File: config.mk
export PLATFORM = sky130hd
export DESIGN_NAME = spi_master
export DESIGN_NICKNAME = d
export VERILOG_FILES = /design/src/rtl/spi_pkg.sv /design/src/rtl/spi_master.sv
export SDC_FILE = /design/constraint.sdc
export NUM_CORES = 1
export LEC_CHECK = 0
export BUFFER_PORTS_ARGS = -buffer_cell sky130_fd_sc_hd__buf_4
export CAP_MARGIN = 0
export CORE_AREA = 2 2 66 68
export CTS_BUF_LIST = sky130_fd_sc_hd__clkbuf_4
export DETAILED_ROUTE_END_ITERATION = 12
export DIE_AREA = 0 0 68 70
export PLACE_DENSITY = 0.75
export SLEW_MARGIN = 0
export SYNTH_ARGS = -nofsm -noshare
export SYNTH_HDL_FRONTEND = slang
export SYNTH_SLANG_ARGS = --single-unit
File: constraint.sdc
create_clock -name clk -period 5.3 [get_ports clk]
set_input_delay 0 -clock clk [delete_from_list [all_inputs] [get_ports clk]]
set_output_delay 0 -clock clk [all_outputs]
set_load 0.02 [all_outputs]
File: src/rtl/spi_pkg.sv
// Shared SPI command encodings, frame widths and master FSM states.
// Combinational definitions only; no latency.
// No flow control; the slave-side FSM reuses these command constants.
package spi_pkg;
    localparam logic [1:0] CMD_WR_ADDR = 2'b00;
    localparam logic [1:0] CMD_WR_DATA = 2'b01;
    localparam logic [1:0] CMD_RD_ADDR = 2'b10;
    localparam logic [1:0] CMD_RD_DATA = 2'b11;

    localparam int FRAME_W = 10;
    localparam int DATA_W  = 8;

    typedef enum logic [2:0] {
        IDLE,
        SETUP,
        SHIFT,
        WAIT,
        RECV,
        GAP
    } state_t;
endpackage

File: src/rtl/spi_master.sv
// SPI master: shifts {cmd,data} frames out on MOSI under SS_n, captures rd-data bytes from MISO.
// Latency: done 12 cycles after accept for writes/rd-addr, 20+RD_WAIT cycles for rd-data.
// Backpressure: busy stays high until the last GAP cycle; start while busy is dropped, not queued.
module spi_master
    import spi_pkg::*;
#(
    parameter int RD_WAIT = 2,
    parameter int GAP     = 1
) (
    input  logic       clk,
    input  logic       rst_n,
    input  logic       start,
    input  logic [1:0] cmd,
    input  logic [7:0] wdata,
    output logic       busy,
    output logic       done,
    output logic [7:0] rdata,
    output logic       rdata_valid,
    output logic       MOSI,
    input  logic       MISO,
    output logic       SS_n
);

    localparam logic [3:0] WAIT_LD = 4'(RD_WAIT - 1);
    localparam logic [3:0] GAP_LD  = 4'(GAP - 1);

    state_t               state, state_nxt;
    logic [3:0]           cnt, cnt_nxt, cnt_dec;
    logic [FRAME_W-1:0]   frame;
    logic [DATA_W-1:0]    rx;
    logic [1:0]           cmd_q;
    logic                 mosi_nxt, frame_ld, rx_shift, rdata_ld;
    logic                 ss_n_nxt, busy_nxt, done_nxt, rv_nxt;

    assign cnt_dec = cnt - 4'd1;

    // Outputs are computed for the state being entered so MOSI/SS_n leave flops directly.
    always_comb begin
        state_nxt = state;
        cnt_nxt   = cnt;
        mosi_nxt  = 1'b0;
        frame_ld  = 1'b0;
        rx_shift  = 1'b0;
        rdata_ld  = 1'b0;
        case (state)
            IDLE: begin
                if (start) begin
                    state_nxt = SETUP;
                    frame_ld  = 1'b1;
                    mosi_nxt  = cmd[1];
                end
            end
            SETUP: begin
                state_nxt = SHIFT;
                cnt_nxt   = 4'd9;
                mosi_nxt  = frame[9];
            end
            SHIFT: begin
                if (cnt == 4'd0) begin
                    if (cmd_q == CMD_RD_DATA) begin
                        state_nxt = WAIT;
                        cnt_nxt   = WAIT_LD;
                    end else begin
                        state_nxt = spi_pkg::GAP;
                        cnt_nxt   = GAP_LD;
                    end
                end else begin
                    cnt_nxt  = cnt_dec;
                    mosi_nxt = frame[cnt_dec];
                end
            end
            WAIT: begin
                if (cnt == 4'd0) begin
                    state_nxt = RECV;
                    cnt_nxt   = 4'd7;
                end else begin
                    cnt_nxt = cnt_dec;
                end
            end
            RECV: begin
                rx_shift = 1'b1;
                if (cnt == 4'd0) begin
                    state_nxt = spi_pkg::GAP;
                    cnt_nxt   = GAP_LD;
                    rdata_ld  = 1'b1;
                end else begin
                    cnt_nxt = cnt_dec;
                end
            end
            spi_pkg::GAP: begin
                if (cnt == 4'd0) begin
                    state_nxt = IDLE;
                    cnt_nxt   = 4'd0;
                end else begin
                    cnt_nxt = cnt_dec;
                end
            end
            default: begin
                state_nxt = IDLE;
                cnt_nxt   = 4'd0;
            end
        endcase

        ss_n_nxt = !(state_nxt inside {SETUP, SHIFT, WAIT, RECV});
        busy_nxt = (state_nxt != IDLE);
        done_nxt = (state_nxt == spi_pkg::GAP) && (state != spi_pkg::GAP);
        rv_nxt   = done_nxt && (cmd_q == CMD_RD_DATA);
    end

    always_ff @(posedge clk or negedge rst_n) begin
        if (!rst_n) begin
            state       <= IDLE;
            cnt         <= 4'd0;
            frame       <= '0;
            rx          <= '0;
            cmd_q       <= CMD_WR_ADDR;
            rdata       <= 8'h00;
            MOSI        <= 1'b0;
            SS_n        <= 1'b1;
            busy        <= 1'b0;
            done        <= 1'b0;
            rdata_valid <= 1'b0;
        end else begin
            state       <= state_nxt;
            cnt         <= cnt_nxt;
            MOSI        <= mosi_nxt;
            SS_n        <= ss_n_nxt;
            busy        <= busy_nxt;
            done        <= done_nxt;
            rdata_valid <= rv_nxt;
            if (frame_ld) begin
                frame <= {cmd, wdata};
                cmd_q <= cmd;
            end
            if (rx_shift) rx <= {rx[DATA_W-2:0], MISO};
            if (rdata_ld) rdata <= {rx[DATA_W-2:0], MISO};
        end
    end

endmodule

# [After elaboration in Yosys (flattened, before gate mapping)]
# Cells that the tools add are included.
[totals] ff_bits=39 input_bits=14
[classes] n_addsub=1 order_cmp=1 mux=22 n_reduce_logical=8 n_eq_ne=12
[op_table] operator="$pmux 4 s5" n=1
[op_table] operator="$mux 3" n=6
[op_table] operator="$pmux 3 s6" n=1
[op_table] operator="$eq 3x2->1 const B" n=4
[op_table] operator="$eq 3x3->1 const B" n=4
[op_table] operator="$mux 4" n=3
[op_table] operator="$mux 1" n=9
[op_table] operator="$eq 3x1->1 const B" n=2
[op_table] operator="$lt 4x5->1 const B" n=1
[op_table] operator="$bmux 1 s4" n=1
[op_table] operator="$logic_not 4->1" n=1
[op_table] operator="$reduce_bool 4->1" n=1
[op_table] operator="$sub 4x1->4 const B" n=1
[op_table] operator="$logic_not 3->1" n=1
[op_table] operator="$ne 3x3->1 const B" n=1
[op_table] operator="$pmux 1 s3" n=1
[op_table] operator="$reduce_bool 3->1" n=1
[op_table] operator="$eq 2x2->1 const B" n=1
[op_table] operator="$logic_and 1x1->1" n=2
[op_table] operator="$reduce_or 2->1" n=1
[op_table] operator="$logic_not 1->1" n=1

# [Longest topological paths before layout]
# Gate-level depths: netlist of the first run.
[depth] depth_word=7 mapped_depth=8 depth_no_buf=6

# [Least setup slack after synthesis of the first run]
# OpenSTA, ideal clock, no wires.
[synth_timing] kind="register -> register" start="reg cnt[0]" end="reg MOSI" synth_period_minus_slack_ns=1.675 n_path_buf=1 arrival_ns=1.592 t_required_ns=5.217 path_stages_with_launch=8 setup_slack_ns=3.625 cell_sequence="dfrtp_1 -> buf_2 -> inv_1 -> ha_1 -> nor2b_1 -> a41oi_1 -> o32a_1 -> o22ai_1"
[synth_via] elab_chain_cells=5
[synth_rtl] item="start: declaration" line_no="spi_master.sv:28" text="logic [3:0] cnt, cnt_nxt, cnt_dec;"
[synth_rtl] item="start signal: assignment" line_no="spi_master.sv:125" text="cnt <= cnt_nxt;"
[synth_rtl] item="$sub 4x1->4" line_no="spi_master.sv:35" text="assign cnt_dec = cnt - 4'd1;"
[synth_rtl] item="$bmux 1 s4" line_no="spi_master.sv:69" text="mosi_nxt = frame[cnt_dec];"
[synth_rtl] item="$mux 1 (not written as such)" line_no="spi_master.sv:69"
[synth_rtl] item="$mux 1 (*)" line_no="spi_master.sv:59" text="if (cnt == 4'd0) begin"
[synth_rtl] item="$pmux 1 s3 (*)" line_no="spi_master.sv:45" text="case (state)"
[synth_rtl] item="via mosi_nxt" line_no="spi_master.sv:32" text="logic mosi_nxt, frame_ld, rx_shift, rdata_ld;"
[synth_rtl] item="end signal: assignment" line_no="spi_master.sv:126" text="MOSI <= mosi_nxt;"
[synth_rtl] item="end: declaration" line_no="spi_master.sv:19" text="output logic MOSI,"
# Mark *: on every way through the listed nets, which the timed path passes. The rest lies on a longest branch. The select of a mux whose other input is x is not followed.
# A chain may end at the register's enable or synchronous reset.

# [Worst setup path after layout of the first run]
[layout_timing] start="reg cnt[0]" end="reg SS_n"
[layout_via] elab_chain_cells=6
[layout_rtl] item="$logic_not 4->1 (*)"
[layout_rtl] item="$mux 3 (on tied branches)"
[layout_rtl] item="$pmux 3 s6 (*)" line_no="spi_master.sv:45"
[layout_rtl] item="via state_nxt[1]" line_no="spi_master.sv:27" text="state_t state, state_nxt;"
[layout_rtl] item="$eq 3x1->1, or another cell as far along" line_no="spi_master.sv:104" text="ss_n_nxt = !(state_nxt inside {SETUP, SHIFT, WAIT, RECV});"
[layout_rtl] item="$reduce_bool 4->1 (*)" line_no="spi_master.sv:104"
[layout_rtl] item="$logic_not 1->1 (*)" line_no="spi_master.sv:104"
[layout_rtl] item="via ss_n_nxt" line_no="spi_master.sv:33" text="logic ss_n_nxt, busy_nxt, done_nxt, rv_nxt;"
[layout_rtl] item="end signal: assignment" line_no="spi_master.sv:127" text="SS_n <= ss_n_nxt;"
[layout_rtl] item="end: declaration" line_no="spi_master.sv:21" text="output logic SS_n"
# Mark *: on every way through the listed nets, which the timed path passes. The rest lies on a longest branch.

==> flow_summary.toml, run 1 <==
[global_routing]
overflow = 0
use_met1_pct = 22.0
grt_use_total_pct = 16.2
grt_use_met2_pct = 24.3
grt_pass1_vias = 1196
grt_max_degree = 38
met3_usage_pct = 4.03
grt_pass1_wl_um = 5720
antenna_found_initial = 0
busiest_layer = "met2"

[sta]
period_share_pct = 39.1
hold_violations = 0
drv_slew = 0
setup_viol = 0
rsz0062_at_grt = "no"
slew_headroom_pct = 43.7
fmax_mhz = 483
worstMarginPinSlew_ps = 841
holdWs_ps = 131
fin_tns_setup_ps = 0
finClkSkew_ps = 8.40
finalCriticalPeriod_ps = 2070

[power_and_ir_drop]
p_clk_share_pct = 16.6
p_sw_mw = 0.436
power_density_nw_per_um2 = 547
p_leak_nw = 0.996
ir_drop_v = 0.000278
swShare_pct = 36.8
p_seq_share_pct = 41.8
p_comb_share_pct = 41.6
intPower_mw = 0.749

[logic_synthesis]
synth_cell_types = 40
yosys.area.top_type = "dfrtp_1"
syn_nets = 152
ys_warn_count = 0
ys_ff_latch = 37
syn_inst = 137
avgSynthCellArea_sq_um = 12.8
synth_area_leaders = "dfrtp_1 (52%), mux2_2 (16%), mux4_2 (2.6%)"
yosysSeqAreaShare_pct = 53.0
yosysTopAreaCellShare_pct = 51.5
synth_area_sq_um = 1750

[layout]
n_antenna_cell = 0
final_common_cell = "dfrtp_1"
fin_util_pct = 52.3
final_nets = 189
area_growth_pct = 24.1
layout-drive-gt1-share_pct = 39.4
n_fill_cell = 353
final_cell_mix = "dfrtp_1 (36), buf_4 (26), mux2_2 (25)"

[critical_path]
crit_path_start_kind = "flip-flop"
endpoint_kind = "flip-flop"
crit_path_max_incr_delay_ps = 490
worstPathRequired_ps = 5580
worstPathCellList = "inv_1, ha_1, nor3b_4, a311oi_1, a211oi_2, xnor2_1"
cp_slowest_cell = "dfrtp_1"
cp_max_fo = 11
reg2reg_depth = 6
criticalPathCategory = "flip-flop to flip-flop"
cp_data_arrival_time_ps = 2350

[cts]
clock_latency_ps = 350
clock_path_buffers = 2
cts_resized = 0
cts_buffers = 5
path_clk_slew_ps = 110
h-tree-depth = 2
cts_tree = "yes"
clock_sinks = 37
root_buffer = "clkbuf_4"
cts_hold_buffers = 12
cts_setup_buffers = 0

[routing]
num_vias = 1179
drcViolationCount = 0
drt_iter0_drc = 36
post_drt_wl_per_cell_um = 14.8
drtAntennaViolNets = 0
viasPerCell = 5.19
wirelength_um = 3350
firstDrtPassIters = 4

[die]
die_area_sq_um = 4760
die_y_um = 70
ios = 27
fp.dieW_um = 68
start_util_pct = 42.2
rows = 24
core_sq_um = 4140

[placement]
place_congestion = 0.873
port_buffers = 26
post-dp-hpwl_um = 2300

[hold_path]
hold_class = "primary input to asynchronous set/reset pin"

[status]
status = "completed"

[job]
cap_viol_max_count = 0
-- state kept, by name, indices dropped and copies added (netlist names) --
signal and count:
rx 7, rdata_valid 1, MOSI 1, done 1
rdata 8, state 3, SS_n 1, frame 10
cnt 4, busy 1
-- metal layers --
| layer | up-vias | share of wire (%) |
|---|---|---|
| li1 | 570 | - |
| met1 | 563 | 43 |
| met2 | 38 | 49 |
| met3 | 8 | 6.0 |
| met4 | 0 | 2.0 |
| met5 | - | 0 |
-- power groups by stage --
stage	Combinational [mW]	Sequential (mW)	Clock [mW]
floorplan	0.409	0.464	0
global placement	0.464	0.491	0
detailed placement	0.484	0.496	0
CTS	0.493	0.491	0.205
global route	0.542	0.511	0.222
finish	0.493	0.495	0.197
-- path summary, 6_finish.rpt --
check / start / endpoint / slack (ps)
worst min register to register: frame[1]$_DFFE_PN0P_ / frame[1]$_DFFE_PN0P_ / 520
max in group asynchronous: rst_n / SS_n$_DFF_PN1_ / 4820
min in group clk: start / state[0]$_DFF_PN0_ / 190
worst max register to register: cnt[0]$_DFFE_PN0N_ / SS_n$_DFF_PN1_ / 3230
worst max-delay path: cnt[0]$_DFFE_PN0N_ / SS_n$_DFF_PN1_ / 3230
worst min-delay path: rst_n / cnt[3]$_DFFE_PN0N_ / 130
-- per-stage QoR --
step	instances	power, mW	worst slack, ps	cell area [sq um]
3_3_place_gp	207	0.955	3110	1960
3_5_place_dp	207	0.979	3020	1960
4_1_cts	227	1.19	3000	2160
2_1_floorplan	137	0.873	3620	1750
6_report	227	1.19	3230	2170
5_1_grt	227	1.27	3060	2170
-- critical path, delay by kind of cell (launching register included) --
kind	cells	cell delay [ps]
AND/OR/NAND/NOR	1	480
XOR/XNOR	1	150
buffers and inverters	1	140
adder cells (fa/ha/maj)	1	220
flip-flops	1	490
AO/OA/AOI/OAI	2	530
-- cell type report --
type                       instances  area (sq um)  area share [%]
inverter                           4          15.0           0.692
clock buffer                       5          37.5            1.73
multi-input combinational         88           764            35.3
clock inverter                     3          43.8            2.02
sequential                        37           927            42.8
tap                               52          65.1            3.00
timing repair buffer              38           315            14.5
-- cell usage after synthesis --
library cell / n
a211oi_1: 1
a211oi_2: 1
a21o_2: 1
a21oi_1: 5
a22oi_1: 1
a311oi_1: 1
a31oi_1: 3
a41oi_1: 1
and2_1: 3
and2b_1: 1
buf_2: 4
buf_6: 2
clkbuf_1: 2
dfrtp_1: 36
dfstp_2: 1
ha_1: 1
inv_1: 4
mux2_2: 25
mux2i_1: 3
mux4_2: 2
nand2_1: 7
nand2_2: 1
nand2b_1: 2
nand3_1: 2
nand3b_1: 1
nor2_1: 4
nor2_4: 1
nor2b_1: 4
nor3_1: 2
nor3b_1: 1
nor3b_4: 1
nor4b_2: 1
o21ai_0: 3
o22ai_1: 2
o311a_1: 1
o32a_1: 1
o32ai_1: 1
or4_1: 1
xnor2_1: 2
xnor2_2: 1
-- logic make-up after synthesis --
family                     count (synthesis)  share of synthesized area, %
xor gates and xnor gates                   3                          1.93
muxes                                     30                          20.4
adders and majority gates                  1                         0.716
AOI/OAI and AO/OA                         22                          8.80
DFF                                       37                          53.0
and+or+nand+nor                           32                          11.4
buffers and inverters                     12                          3.72
(Power assumes the default switching activity.)
==> inputs of run 2 (changes only) <==
==> constraint.sdc (replaced) <==
create_clock -name clk -period 2.1 [get_ports clk]
set_input_delay 0 -clock clk [delete_from_list [all_inputs] [get_ports clk]]
set_output_delay 0 -clock clk [all_outputs]
set_load 0.02 [all_outputs]
==> run 2 against run 1 <==
Effect of this change: clock skew shrank 2.8 ps; flip-flop and latch count is the same; combinational power rose to 2.7 times the previous value; critical path type unchanged; total power increased to 2.6 times the previous value; register-to-register slack got worse by 3000 ps.
==> flow_summary.toml, run 2 (same netlist as run 1, synthesis figures left out) <==
[global_routing]
grt_max_degree = 38
overflow = 0
use_met1_pct = 22.4
antenna_found_initial = 0
grt_pass1_wl_um = 6250
busiest_layer = "met2"
grt_use_met2_pct = 26.8
grt_pass1_vias = 1333
grt_use_total_pct = 17.4
met3_usage_pct = 6.12

[critical_path]
crit_path_start_kind = "flip-flop"
crit_end = "SS_n$_DFF_PN1_"
worstPathRequired_ps = 2370
cp_data_arrival_time_ps = 2120
cp_max_fo = 8
reg2reg_depth = 7
rrSetupSlack_ps = 250
timing.rr.start = "cnt[0]$_DFFE_PN0N_"
criticalPathCategory = "flip-flop to flip-flop"
endpoint_kind = "flip-flop"
critPathLaunch = "cnt[0]$_DFFE_PN0N_"
r2r_end = "SS_n$_DFF_PN1_"

[routing]
viasPerCell = 5.30
firstDrtPassIters = 4
drtAntennaViolNets = 0
drcViolationCount = 0
wirelength_um = 3440
drt_iter0_drc = 36
num_vias = 1225
post_drt_wl_per_cell_um = 14.9

[job]
cap_viol_max_count = 0

[sta]
hold_violations = 0
fmax_mhz = 542
holdWs_ps = 143
fin_tns_setup_ps = 0
finClkSkew_ps = 5.59
rsz0062_at_grt = "no"
setup_viol = 0
slew_headroom_pct = 62.7
finalCriticalPeriod_ps = 1850
drv_slew = 0
period_share_pct = 87.9
worstMarginPinSlew_ps = 555
setup_slack_ps = 254

[power_and_ir_drop]
finalPower_mw = 3.06
ir_drop_v = 0.000710
power_density_nw_per_um2 = 1400
p_leak_nw = 1.01

[die]
core_sq_um = 4140
rows = 24
fp.dieW_um = 68
start_util_pct = 42.2
die_y_um = 70
ios = 27
die_area_sq_um = 4760

[cts]
clock_latency_ps = 340
cts_resized = 0
path_clk_slew_ps = 110
clock_path_buffers = 2
clock_sinks = 37
h-tree-depth = 2
root_buffer = "clkbuf_4"
cts_tree = "yes"
cts_buffers = 5

[layout]
n_antenna_cell = 0
final_cell_mix = "dfrtp_1 (36), buf_4 (30), mux2_2 (25)"
fin_area_sq_um = 2190
top_register = "frame"
layout-drive-gt1-share_pct = 40.8
area_growth_pct = 25.4
final_common_cell = "dfrtp_1"
largest_reg_flops = 10
final_nets = 193
top_regs = "frame: 10 flops, rdata: 8 flops, rx: 7 flops"
instances_no_fill = 231
fin_util_pct = 52.9

[placement]
port_buffers = 26
placed_area_sq_um = 1990
place_ws_ps = 284
post-dp-hpwl_um = 2570
post-place-cells = 211
place_congestion = 0.871

[hold_path]
hold_class = "primary input to asynchronous set/reset pin"

[status]
status = "completed"
==> run 2: cell count changes in the layout (fill, tap and decap cells not counted) <==
cell,delta
buf_4,+4
clkbuf_4,+1
clkinv_2,-1
clkinv_4,+1
inv_6,-1
nor4b_2,+1
nor4b_4,-1
==> run 2: cell type report <==
| cell class | instances | area, sq um |
|---|---|---|
| clock buffer | 6 | 45.0 |
| clock inverter | 2 | 38.8 |
| fill | 374 | 1950 |
| inverter | 4 | 15.0 |
| multi-input combinational | 88 | 756 |
| sequential | 37 | 927 |
| tap | 52 | 65.1 |
| timing repair buffer | 42 | 345 |
==> run 2: worst max-delay path: stages (launching register included) <==
cell	delay [ps]
dfrtp_1	390
inv_1	100
ha_1	220
nor3b_4	300
buf_4	220
a21oi_1	80
a31oi_1	300
xnor2_1	160
==> run 2: worst min-delay path by stage <==
stage                                       to  slack [ps]  depth (start not counted)
final                     frame[9]$_DFFE_PN0P_         140                          2
after global routing      frame[9]$_DFFE_PN0P_         160                          3
after CTS                 frame[4]$_DFFE_PN0P_         160                          2
after detailed placement    cnt[3]$_DFFE_PN0N_         -20                          1
after global placement      cnt[3]$_DFFE_PN0N_         -30                          1
after floorplan                 MOSI$_DFF_PN0_        -300                          0
==> run 2: what timing repair did <==
| item | in CTS | in global routing |
|---|---|---|
| hold buffers | 12 | 0 |
| buffers inserted | 0 | 0 |
| endpoints found under the hold margin | 49 | 0 |
| setup endpoints to repair | 0 | 0 |
==> run 2: where the power goes <==
group | switching, mW | internal [mW] | leakage [nW] | total (mW)
Sequential | 0.232 | 0.971 | 0.470 | 1.20
Clock | 0.239 | 0.266 | 0.0459 | 0.505
Combinational | 0.647 | 0.706 | 0.496 | 1.35
==> run 2: routing by layer <==
layer	wire, um	share of wire, %
met3	229	6.7
met4	58	1.7
met5	0	0
met1	1450	42
met2	1700	50
